### config.mk
export PLATFORM = sky130hd
export DESIGN_NAME = bt656_encoder
export DESIGN_NICKNAME = d
export VERILOG_FILES = /design/src/rtl/bt656_pkg.sv /design/src/rtl/bt656_xy_gen.sv /design/src/rtl/bt656_encoder.sv
export SDC_FILE = /design/constraint.sdc
export NUM_CORES = 1
export LEC_CHECK = 0
export CORE_MARGIN = 4
export CORE_UTILIZATION = 54
export DETAILED_ROUTE_END_ITERATION = 16
export GPL_TIMING_DRIVEN = 0
export PLACE_DENSITY = 0.75
export SKIP_CTS_REPAIR_TIMING = 1
export SLEW_MARGIN = 10
export SYNTH_ARGS = -nofsm -noshare
export SYNTH_HDL_FRONTEND = slang
export SYNTH_SLANG_ARGS = --single-unit
### constraint.sdc
create_clock -name pclk -period 2.6 [get_ports pclk]
set_clock_uncertainty 0.05 [all_clocks]
set_input_delay 0.78 -clock pclk [delete_from_list [all_inputs] [get_ports pclk]]
set_output_delay 0.78 -clock pclk [all_outputs]
set_load 0.05 [all_outputs]
### src/rtl/bt656_pkg.sv
// BT.656 encoder shared definitions: XY code layout, fixed stream bytes,
// and 625/525 timing sets.
package bt656_pkg;

    // Bit positions inside the XY timing-code byte
    localparam int XY_ONE = 7;
    localparam int XY_F   = 6;
    localparam int XY_V   = 5;
    localparam int XY_H   = 4;
    localparam int XY_P3  = 3;
    localparam int XY_P2  = 2;
    localparam int XY_P1  = 1;
    localparam int XY_P0  = 0;

    // Blanking and preamble bytes
    localparam logic [7:0] BLANK_C = 8'h80;
    localparam logic [7:0] BLANK_Y = 8'h10;
    localparam logic [7:0] PRE_FF  = 8'hFF;
    localparam logic [7:0] PRE_00  = 8'h00;

    // 625-line timing
    localparam int H_ACTIVE_625   = 720;
    localparam int H_BLANK_625    = 280;
    localparam int V_TOTAL_625    = 625;
    localparam int F1_LINE_625    = 313;
    localparam int ACT1_FIRST_625 = 23;
    localparam int ACT1_LAST_625  = 310;
    localparam int ACT2_FIRST_625 = 336;
    localparam int ACT2_LAST_625  = 623;

    // 525-line timing
    localparam int H_ACTIVE_525   = 720;
    localparam int H_BLANK_525    = 268;
    localparam int V_TOTAL_525    = 525;
    localparam int F1_LINE_525    = 266;
    localparam int ACT1_FIRST_525 = 20;
    localparam int ACT1_LAST_525  = 263;
    localparam int ACT2_FIRST_525 = 283;
    localparam int ACT2_LAST_525  = 525;

    // Where the current byte falls inside the line
    typedef enum logic [1:0] {
        REG_EAV,
        REG_BLANK,
        REG_SAV,
        REG_ACT
    } region_e;

    // Timing flags of the current line/byte
    typedef struct packed {
        logic f;
        logic v;
        logic h;
    } fvh_t;

endpackage

### src/rtl/bt656_xy_gen.sv
// BT.656 XY timing-code generator with protection bits.
// Pure combinational; reusable by stream checkers.
module bt656_xy_gen
    import bt656_pkg::*;
(
    input  fvh_t       fvh,
    output logic [7:0] xy
);

    // Assemble {1,F,V,H,P3..P0}
    always_comb begin
        xy        = '0;
        xy[XY_ONE] = 1'b1;
        xy[XY_F]  = fvh.f;
        xy[XY_V]  = fvh.v;
        xy[XY_H]  = fvh.h;
        xy[XY_P3] = fvh.v ^ fvh.h;
        xy[XY_P2] = fvh.f ^ fvh.h;
        xy[XY_P1] = fvh.f ^ fvh.v;
        xy[XY_P0] = fvh.f ^ fvh.v ^ fvh.h;
    end

endmodule

### src/rtl/bt656_encoder.sv
// BT.656 4:2:2 byte-stream encoder, monochrome (Cb=Cr=0x80).
// Optional macro BT656_CLIP_EN clips active Y 0x00/0xFF to 0x01/0xFE.
module bt656_encoder
    import bt656_pkg::*;
#(
    parameter int H_ACTIVE   = H_ACTIVE_625,
    parameter int H_BLANK    = H_BLANK_625,
    parameter int V_TOTAL    = V_TOTAL_625,
    parameter int F1_LINE    = F1_LINE_625,
    parameter int ACT1_FIRST = ACT1_FIRST_625,
    parameter int ACT1_LAST  = ACT1_LAST_625,
    parameter int ACT2_FIRST = ACT2_FIRST_625,
    parameter int ACT2_LAST  = ACT2_LAST_625
) (
    input  logic       pclk,
    input  logic       reset,
    input  logic [7:0] y_in,
    input  logic       y_in_valid,
    output logic       y_rd,
    output logic [7:0] d_out,
    output logic       field,
    output logic       vblank,
    output logic       hactive,
    output logic       frame_start,
    output logic       underflow
);

    localparam int H_TOTAL = 8 + H_BLANK + 2 * H_ACTIVE;

    if (H_TOTAL >= 2048) begin : g_bad_h
        $error("bt656_encoder: H_TOTAL must be < 2048");
    end
    if (V_TOTAL >= 1024) begin : g_bad_v
        $error("bt656_encoder: V_TOTAL must be < 1024");
    end

    localparam logic [10:0] H_LAST = 11'(H_TOTAL - 1);
    localparam logic [10:0] SAV_S  = 11'(4 + H_BLANK);
    localparam logic [10:0] ACT_S  = 11'(8 + H_BLANK);
    localparam logic [9:0]  V_LAST = 10'(V_TOTAL);
    localparam logic [9:0]  F1_L   = 10'(F1_LINE);
    localparam logic [9:0]  A1_F   = 10'(ACT1_FIRST);
    localparam logic [9:0]  A1_L   = 10'(ACT1_LAST);
    localparam logic [9:0]  A2_F   = 10'(ACT2_FIRST);
    localparam logic [9:0]  A2_L   = 10'(ACT2_LAST);

    logic [10:0] h_cnt_q, h_cnt_d;
    logic [9:0]  v_cnt_q, v_cnt_d;
    logic [7:0]  d_out_q, d_out_d;
    logic        field_q, field_d;
    logic        vblank_q, vblank_d;
    logic        hactive_q, hactive_d;
    logic        frame_start_q, frame_start_d;
    logic        underflow_q, underflow_d;

    region_e     region;
    fvh_t        fvh;
    logic [7:0]  xy;
    logic [7:0]  code;
    logic [7:0]  y_byte;
    logic [1:0]  code_idx;
    logic        act_odd;
    logic        fs_line;

    // Line flags and byte region from the counters
    always_comb begin
        fvh.f = (v_cnt_q >= F1_L);
        fvh.v = !((v_cnt_q >= A1_F && v_cnt_q <= A1_L) ||
                  (v_cnt_q >= A2_F && v_cnt_q <= A2_L));
        fvh.h = (h_cnt_q < 11'd4);
        if (h_cnt_q < 11'd4) begin
            region = REG_EAV;
        end else if (h_cnt_q < SAV_S) begin
            region = REG_BLANK;
        end else if (h_cnt_q < ACT_S) begin
            region = REG_SAV;
        end else begin
            region = REG_ACT;
        end
        code_idx = (region == REG_EAV) ? h_cnt_q[1:0]
                                       : h_cnt_q[1:0] - SAV_S[1:0];
        act_odd  = h_cnt_q[0] ^ ACT_S[0];
        fs_line  = (v_cnt_q == A1_F) || (v_cnt_q == A2_F);
    end

    bt656_xy_gen u_xy (
        .fvh (fvh),
        .xy  (xy)
    );

    // Luma requested on every Y slot of an active line
    assign y_rd = !fvh.v && (region == REG_ACT) && act_odd;

`ifdef BT656_CLIP_EN
    // Keep 0x00/0xFF reserved for timing codes
    always_comb begin
        y_byte = y_in;
        if (y_in == 8'h00) y_byte = 8'h01;
        if (y_in == 8'hFF) y_byte = 8'hFE;
    end
`else
    assign y_byte = y_in;
`endif

    // Counters, byte mux and output-register inputs
    always_comb begin
        h_cnt_d = h_cnt_q + 11'd1;
        v_cnt_d = v_cnt_q;
        if (h_cnt_q == H_LAST) begin
            h_cnt_d = '0;
            v_cnt_d = (v_cnt_q == V_LAST) ? 10'd1 : v_cnt_q + 10'd1;
        end

        unique case (code_idx)
            2'd0:    code = PRE_FF;
            2'd3:    code = xy;
            default: code = PRE_00;
        endcase

        d_out_d = BLANK_Y;
        unique case (region)
            REG_EAV, REG_SAV: d_out_d = code;
            REG_BLANK: d_out_d = h_cnt_q[0] ? BLANK_Y : BLANK_C;
            REG_ACT: begin
                if (!act_odd)        d_out_d = BLANK_C;
                else if (fvh.v)      d_out_d = BLANK_Y;
                else if (y_in_valid) d_out_d = y_byte;
                else                 d_out_d = BLANK_Y;
            end
        endcase

        field_d       = fvh.f;
        vblank_d      = fvh.v;
        hactive_d     = (region == REG_ACT) && !fvh.v;
        frame_start_d = (region == REG_SAV) && (code_idx == 2'd3) && fs_line;
        underflow_d   = underflow_q || (y_rd && !y_in_valid);
    end

    // State and output registers
    always_ff @(posedge pclk) begin
        if (reset) begin
            h_cnt_q       <= '0;
            v_cnt_q       <= 10'd1;
            d_out_q       <= BLANK_Y;
            field_q       <= 1'b0;
            vblank_q      <= 1'b1;
            hactive_q     <= 1'b0;
            frame_start_q <= 1'b0;
            underflow_q   <= 1'b0;
        end else begin
            h_cnt_q       <= h_cnt_d;
            v_cnt_q       <= v_cnt_d;
            d_out_q       <= d_out_d;
            field_q       <= field_d;
            vblank_q      <= vblank_d;
            hactive_q     <= hactive_d;
            frame_start_q <= frame_start_d;
            underflow_q   <= underflow_d;
        end
    end

    assign d_out       = d_out_q;
    assign field       = field_q;
    assign vblank      = vblank_q;
    assign hactive     = hactive_q;
    assign frame_start = frame_start_q;
    assign underflow   = underflow_q;

endmodule

# [Yosys cells after proc, flatten, opt, wreduce, memory -nomap -nowiden]
# Index checks and enable logic that the tools add are counted.
[totals] register_bits=34 in_bits=11 wordCells=56
[op_classes] add_sub_neg=2 n_lt_le_gt_ge=8 eq_ne=8 n_mux=10 bitwise_logic=4 reduce_logical=16
[op_table] operator="two-way mux 8 bit" count=4
[op_table] operator="case mux 8 bit (3 select lines)" count=1
[op_table] operator="less-than comparator 11 x 9 -> 1 bit (second input constant)" count=2
[op_table] operator="greater-or-equal comparator 10 x 9 -> 1 bit (second input constant)" count=2
[op_table] operator="case mux 8 bit (2 select lines)" count=1
[op_table] operator="adder 11 x 1 -> 11 bit (second input constant)" count=1
[op_table] operator="equality test 11 bit (second input constant)" count=1
[op_table] operator="less-than comparator 11 x 3 -> 1 bit (second input constant)" count=1
[op_table] operator="adder 10 x 1 -> 10 bit (second input constant)" count=1
[op_table] operator="equality test 10 bit (second input constant)" count=1
[op_table] operator="equality test 10 x 5 -> 1 bit (second input constant)" count=1
[op_table] operator="equality test 10 x 9 -> 1 bit (second input constant)" count=1
[op_table] operator="greater-or-equal comparator 10 x 5 -> 1 bit (second input constant)" count=1
[op_table] operator="<= comparator 10 bit (second input constant)" count=1
[op_table] operator="<= comparator 10 x 9 -> 1 bit (second input constant)" count=1
[op_table] operator="two-way mux 10 bit" count=1
[op_table] operator="logical AND 1 bit" count=7
[op_table] operator="equality test 2 bit (second input constant)" count=3
[op_table] operator="zero test 2 bit" count=2
[op_table] operator="two-way mux 2 bit" count=2
[op_table] operator="OR reduction 2 bit" count=2
[op_table] operator="bitwise XOR 1 bit" count=4
[op_table] operator="logical OR 1 bit" count=3
[op_table] operator="equality test 2 x 1 -> 1 bit (second input constant)" count=1
[op_table] operator="other kinds (2)" count=3

# [Longest topological paths before layout]
# Gate-level depths: netlist of run 1.
[logic_depth] ltp_word=9 ltp_mapped=8

# [By module]
# Synthesis of run 1 repeated with hierarchy kept, for this count alone.
[unflattened] cells_unflattened=232 area_unflattened_um2=1918.1
[modules_own_cells] module="bt656_encoder" instances=1 cells_per_inst=223 area_per_inst_um2=1834.3 seq_area_each_um2=680.7
[modules_own_cells] module="bt656_xy_gen" instances=1 cells_per_inst=9 area_per_inst_um2=83.8 seq_area_each_um2=0.0

# [Worst setup path before layout of run 1]
# OpenSTA, ideal clock, no wires.
[synth_timing] kind="flip-flop to output port" start="reg v_cnt_q[0]" end="out y_rd" arrival_ns=1.920 setup_slack_ns=-0.150 stages_incl_launch_ff=8 path_cell_list="dfxtp_1 ha_1 a21oi_1 o211a_1 a311oi_1 or2_1 buf_2 and3_1"
[synth_between] elab_chain_cells=5
[synth_rtl] item="start, declared" line="bt656_encoder.sv:48" rtl="logic [9:0] v_cnt_q, v_cnt_d;"
[synth_rtl] item="start signal, assigned" line="bt656_encoder.sv:152" rtl="v_cnt_q <= v_cnt_d;"
[synth_rtl] item="greater-or-equal comparator 10 x 5 -> 1 bit, or another cell as far along" line="bt656_encoder.sv:68" rtl="fvh.v = !((v_cnt_q >= A1_F && v_cnt_q <= A1_L) ||"
[synth_rtl] item="logical AND 1 bit (on tied branches)" line="bt656_encoder.sv:68, bt656_encoder.sv:69"
[synth_rtl] item="logical OR 1 bit (*)" line="bt656_encoder.sv:68"
[synth_rtl] item="logical AND 1 bit (*) (2 in a row)" line="bt656_encoder.sv:92" rtl="assign y_rd = !fvh.v && (region == REG_ACT) && act_odd;"
[synth_rtl] item="end, declared" line="bt656_encoder.sv:19" rtl="output logic y_rd,"
# Every way passes the cells marked *; elsewhere a longest branch is shown, timed or not.

# [Final worst setup path of run 1]
[layout_timing] start="reg v_cnt_q[1]" end="out y_rd"
# The elaborated chain is that of the path after synthesis.

==> impl_metrics.toml, run 1 <==
[layout]
diodes = 0
final_common_cell = "dfxtp_1"
fin_cells = 305
drive_above_1_share_pct = 17.76
fin_nets = 275
area_growth_syn_to_layout_pct = 24.67
final_cell_mix = "dfxtp_1, nor2_1, clkdlybuf4s50_1"

[synth]
synth.cell_area_sq_um = 1877
async_reset_ff_share_pct = 0
synth.net_count = 239
ys_types = 47
synth_edf_count = 0
synth-seq-cells = 34
yosys_warnings = 0
synth_cells = 222
ys_seq_area_share_pct = 36.27
syn_area_per_cell_sq_um = 8.454
synth_ff_type = "dfxtp_1"

[global_routing]
gr-usage-all-layers_pct = 18.80
gr-total-overflow = 0
grt_max_degree = 11
grt_pass1_vias = 1449
grt_pass1_wl_um = 6465
antenna_found_initial = 0

[routing]
antenna_left = 0
wirelength_um = 3837
drc = 0
vias = 1579
wl_per_cell_um = 12.58
drt_iter0_markers = 110
drtPass1Iterations = 5
viasPerCell = 5.177

[setup_path]
critPathKind = "reg2out"
critPathLaunchType = "register"
critPathMaxFanout = 6
crit_required_ns = 1.77
crit_arrival_ns = 2.02
worstRegToRegCells = 8
worst_path_largest_cell_delay_ns = 0.39
worstReg2RegStart = "h_cnt_q[0]"
r2r-end = "d_out[3]"
cp-end-kind = "primary output"
path_delay_family = "compound AO/OA/AOI/OAI gates"
startpoint = "v_cnt_q[1]"
r2r_slack_ns = 0.16
critPathSlowestCell = "dfxtp_4"
worstPathCellList = "ha_4 > a21oi_2 > o211a_1 > a311oi_2 > or2_1 > buf_6 > and3_4 > buf_8"
worst-path-buf-inv = 2

[clocking]
clockRootBuffer = "clkbuf_4"
cts_buffers = 5
clock_latency_ns = 0.34
cts_sinks = 34
cts_buffer_depth = 2
cts_tree = "done"
clk_pin_slew_ns = 0.09
h-tree-depth = 2

[status]
status = "complete, but fails checks"
violations = "negative setup slack"

[timing]
min_period_ns = 2.851
finalMaxSlewViolations = 0
setup_viol = 1
postLayoutSetupSlackWorst_ns = -0.2506
post-route-period-util_pct = 109.6
holdWs_ns = 0.4419
rsz0062_at_grt = "true"
fmax_ghz = 0.3508
worstMarginPinSlew_ns = 0.7151
finalHoldViolations = 0
relSlewSlack_pct = 51.89
tns_ns = -0.2506

[pwr]
finalPower_mw = 1.023
powerDensity_nw_per_um2 = 437.3
switching_share_pct = 27.81
pwr-share-clk_pct = 29.4
internal_power_mw = 0.7385
seqPwrFrac_pct = 53.2
combPwrFrac_pct = 17.4
switching_power_mw = 0.2846
leakage_nw = 0.9442
irDropWorstVdd_v = 0.0002950

[flow_run]
max_cap_viol_count = 0

[placed_design]
place_congestion = 0.8541
placed_cells = 291
place.detailed.hpwl_um = 2804
portBuffers = 23
pre_cts_ws_ns = -0.9098

[die]
num_io_pins = 25
die_w_um = 66.96
dieArea_sq_um = 4483
fp-row-count = 21
start_util_pct = 56.24
core_area_sq_um = 3337
fp.dieH_um = 66.96

[min_path]
worst_hold_startpoint = "underflow"
worstHoldPathCells = 1
worstHoldEndpoint = "underflow"
min_path_type = "reg2reg"
==> layout make-up <==
class                   count  area [sq um]
well taps                  46         57.56
fillers                   257         997.2
clock inverters             1         5.005
plain buffers              12         125.1
inverters                  16         60.06
repair buffers             30         287.8
flip-flops and latches     34         690.7
clock buffers               7         55.05
multi-input cells         159          1059
==> worst max path at each step <==
stage / slack [ns] / to / cells after the start
after floorplan: 0.03 / y_rd / 7
after global placement: -0.87 / y_rd / 8
after detailed placement: -0.91 / y_rd / 8
after CTS: -1.30 / y_rd / 8
after global routing: -0.33 / y_rd / 8
final: -0.25 / y_rd / 8
==> synth_stat cells, types with 2 or more instances <==
| cell | number | area (sq um) |
|---|---|---|
| and3_1 | 6 | 37.54 |
| o22ai_1 | 2 | 12.51 |
| a21oi_1 | 10 | 50.05 |
| nor4_1 | 2 | 12.51 |
| o221ai_1 | 2 | 17.52 |
| nor3_2 | 2 | 20.02 |
| nand3_1 | 12 | 60.06 |
| nor4b_1 | 2 | 17.52 |
| clkbuf_8 | 3 | 41.29 |
| ha_1 | 6 | 75.07 |
| nor2_1 | 29 | 108.9 |
| inv_1 | 16 | 60.06 |
| clkbuf_1 | 3 | 11.26 |
| nor3b_1 | 2 | 15.01 |
| nor2b_1 | 2 | 12.51 |
| o21ai_0 | 5 | 25.02 |
| nand4_1 | 7 | 43.79 |
| nand2_1 | 18 | 67.56 |
| nor3_1 | 8 | 40.04 |
| a31oi_1 | 2 | 12.51 |
| a32o_1 | 2 | 20.02 |
| a211o_1 | 2 | 17.52 |
| or4_4 | 2 | 22.52 |
| xnor2_1 | 11 | 96.34 |
| dfxtp_1 | 34 | 680.7 |
| xor2_1 | 7 | 61.31 |
| buf_2 | 5 | 25.02 |
==> worst reg2reg max path: stages, from the launching register on <==
cell	delay, ns
dfxtp_2	0.41
inv_1	0.09
ha_1	0.33
or4_4	0.56
a211oi_4	0.30
nand3_1	0.12
or3_1	0.31
and4_4	0.18
o21ai_2	0.04
==> state kept, by name, indices dropped and copies added (netlist names) <==
register and cells:
hactive 1, field 1, v_cnt_q 10, d_out 8
vblank 1, frame_start 1, underflow 1, h_cnt_q 11
==> cells by family after synthesis <==
| family | share of synthesized area [%] |
|---|---|
| xor+xnor | 8.400 |
| flops | 36.27 |
| buf+inv | 9.467 |
| compound gates | 13.07 |
| simple gates | 28.80 |
| fa+ha+maj | 4.000 |
==> per-stage QoR <==
stage / cell area [sq um] / util [%]
2_1_floorplan: 1882 / -
3_3_place_gp: 2170 / 65.02
3_5_place_dp: 2170 / 65.02
4_1_cts: 2230 / 66.82
5_1_grt: 2340 / 70.12
6_report: 2340 / 70.12
==> metal layers <==
layer	part of all wire (%)	track usage (%)	wire [um]
met5	0	0	0
met4	2.3	7.342	89
met3	3.9	5.059	150
met2	48	30.20	1825
met1	46	23.72	1771
==> power by group through the flow <==
stage	sequential [mW]	combinational, mW	clock [mW]
3_3_place_gp	0.558	0.178	0
3_5_place_dp	0.559	0.179	0
6_report	0.545	0.178	0.300
5_1_grt	0.547	0.192	0.334
2_1_floorplan	0.611	0.0670	0
4_1_cts	0.547	0.179	0.314
(Power assumes the default switching activity.)
==> run 2: changes to the inputs <==
- RECOVER_POWER: default -> 100
- TNS_END_PERCENT: default -> 1
==> results of run 2 <==
The final DEF is identical to that of run 1; final timing and power are the same.
==> run 3: changes to the inputs <==
- CORE_MARGIN: 4 -> 2
==> impl_metrics.toml, run 3 (synthesized netlist as in run 1, its figures left out) <==
[status]
status = "complete, but fails checks"
violations = "negative setup slack"

[timing]
finalMaxSlewViolations = 0
finalHoldViolations = 0
relSlewSlack_pct = 52.62
rsz0062_at_grt = "true"
fmax_ghz = 0.3439
worstMarginPinSlew_ns = 0.7042
postLayoutSetupSlackWorst_ns = -0.3080
post-route-period-util_pct = 111.8
min_period_ns = 2.908
setup_viol = 1
tns_ns = -0.3080

[layout]
largest_register = "h_cnt_q"
nFillCells = 295
final_cell_mix = "dfxtp_1, nor2_1, clkdlybuf4s50_1"
area_growth_syn_to_layout_pct = 25.13
diodes = 0
largest_reg_flops = 11
drive_above_1_share_pct = 16.92
final_util_pct = 70.38
final_common_cell = "dfxtp_1"
fin_nets = 276

[clocking]
clk_pin_slew_ns = 0.09
cts_buffer_depth = 2
cts_sinks = 34
h-tree-depth = 2
cts_tree = "done"
clock_latency_ns = 0.33
cts_buffers = 5
clockRootBuffer = "clkbuf_4"

[setup_path]
worst_path_largest_cell_delay_ns = 0.37
worst-path-buf-inv = 3
critPathMaxFanout = 5
path_delay_family = "simple AND/OR/NAND/NOR gates"
cp-end-kind = "primary output"
critPathSlowestCell = "dfxtp_4"
critPathKind = "reg2out"
crit_required_ns = 1.77
critPathLaunchType = "register"
worstPathCellList = "buf_4 > ha_1 > o21ai_1 > a311oi_4 > or2_1 > buf_6 > and3_4 > buf_8"
crit_arrival_ns = 2.08

[die]
num_io_pins = 25
core_area_sq_um = 3337
start_util_pct = 56.24
fp.dieH_um = 62.96
fp-row-count = 21
die_w_um = 62.96
dieArea_sq_um = 3963

[placed_design]
place.detailed.hpwl_um = 2724
place_congestion = 0.8317
portBuffers = 23
pre_cts_ws_ns = -0.9147

[routing]
drc = 0
wl_per_cell_um = 12.13
wirelength_um = 3713
antenna_left = 0
vias = 1576
drt_iter0_markers = 79
drtPass1Iterations = 4
viasPerCell = 5.150

[global_routing]
grt_max_degree = 11
antenna_found_initial = 0
grt_pass1_vias = 1396
grt_pass1_wl_um = 6216
gr-total-overflow = 0
gr-usage-all-layers_pct = 19.83

[pwr]
seqPwrFrac_pct = 53.5
internal_power_mw = 0.7385
pwr-share-clk_pct = 29.0
finalPower_mw = 1.017
combPwrFrac_pct = 17.5
powerDensity_nw_per_um2 = 433.2
irDropWorstVdd_v = 0.0004164
switching_power_mw = 0.2788
switching_share_pct = 27.40
leakage_nw = 0.9540

[min_path]
min_path_type = "reg2reg"

[flow_run]
max_cap_viol_count = 0
[run 3: path summary, 6_finish.rpt]
path | cells after the start | slack (ns) | startpoint | to
min | 1 | 0.44 | underflow | underflow
max | 8 | -0.31 | v_cnt_q[1] | y_rd
min reg2reg | 1 | 0.44 | underflow | underflow
max reg2reg | 8 | 0.16 | h_cnt_q[0] | d_out[3]
[run 3: per-stage QoR]
| step | cell area, sq um | hold slack (ns) | cells |
|---|---|---|---|
| after detailed placement | 2170 | 0.4196 | 291 |
| final | 2349 | 0.4371 | 306 |
| after global placement | 2170 | 0.4131 | 291 |
| after floorplan | 1882 | 0.4266 | 222 |
| after CTS | 2230 | 0.4441 | 299 |
| after global routing | 2349 | 0.4621 | 306 |
[run 3: area by class of cell]
| class | count | area (sq um) | area share, % |
|---|---|---|---|
| sequential | 34 | 689.4 | 29.36 |
| tap | 46 | 57.56 | 2.451 |
| multi-input combinational | 159 | 1064 | 45.29 |
| clock buffer | 7 | 55.05 | 2.344 |
| timing repair buffer | 31 | 295.3 | 12.57 |
| inverter | 16 | 60.06 | 2.557 |
| clock inverter | 1 | 5.005 | 0.2131 |
| buffer | 12 | 122.6 | 5.221 |
[run 3: per-layer routing]
metal	share of wire (%)	track usage (%)	vias up	routed length, um
li1	-	-	838	-
met1	47	24.94	706	1756
met2	47	31.52	25	1752
met3	3.7	5.766	7	139
met4	1.7	8.333	0	64
met5	0	0	-	0
[run 3: power groups by stage]
stage	Clock, mW	Sequential, mW	Combinational (mW)
after floorplan	0	0.611	0.0670
after global placement	0	0.558	0.177
after detailed placement	0	0.559	0.178
after CTS	0.307	0.547	0.179
after global routing	0.329	0.548	0.190
final	0.295	0.545	0.178
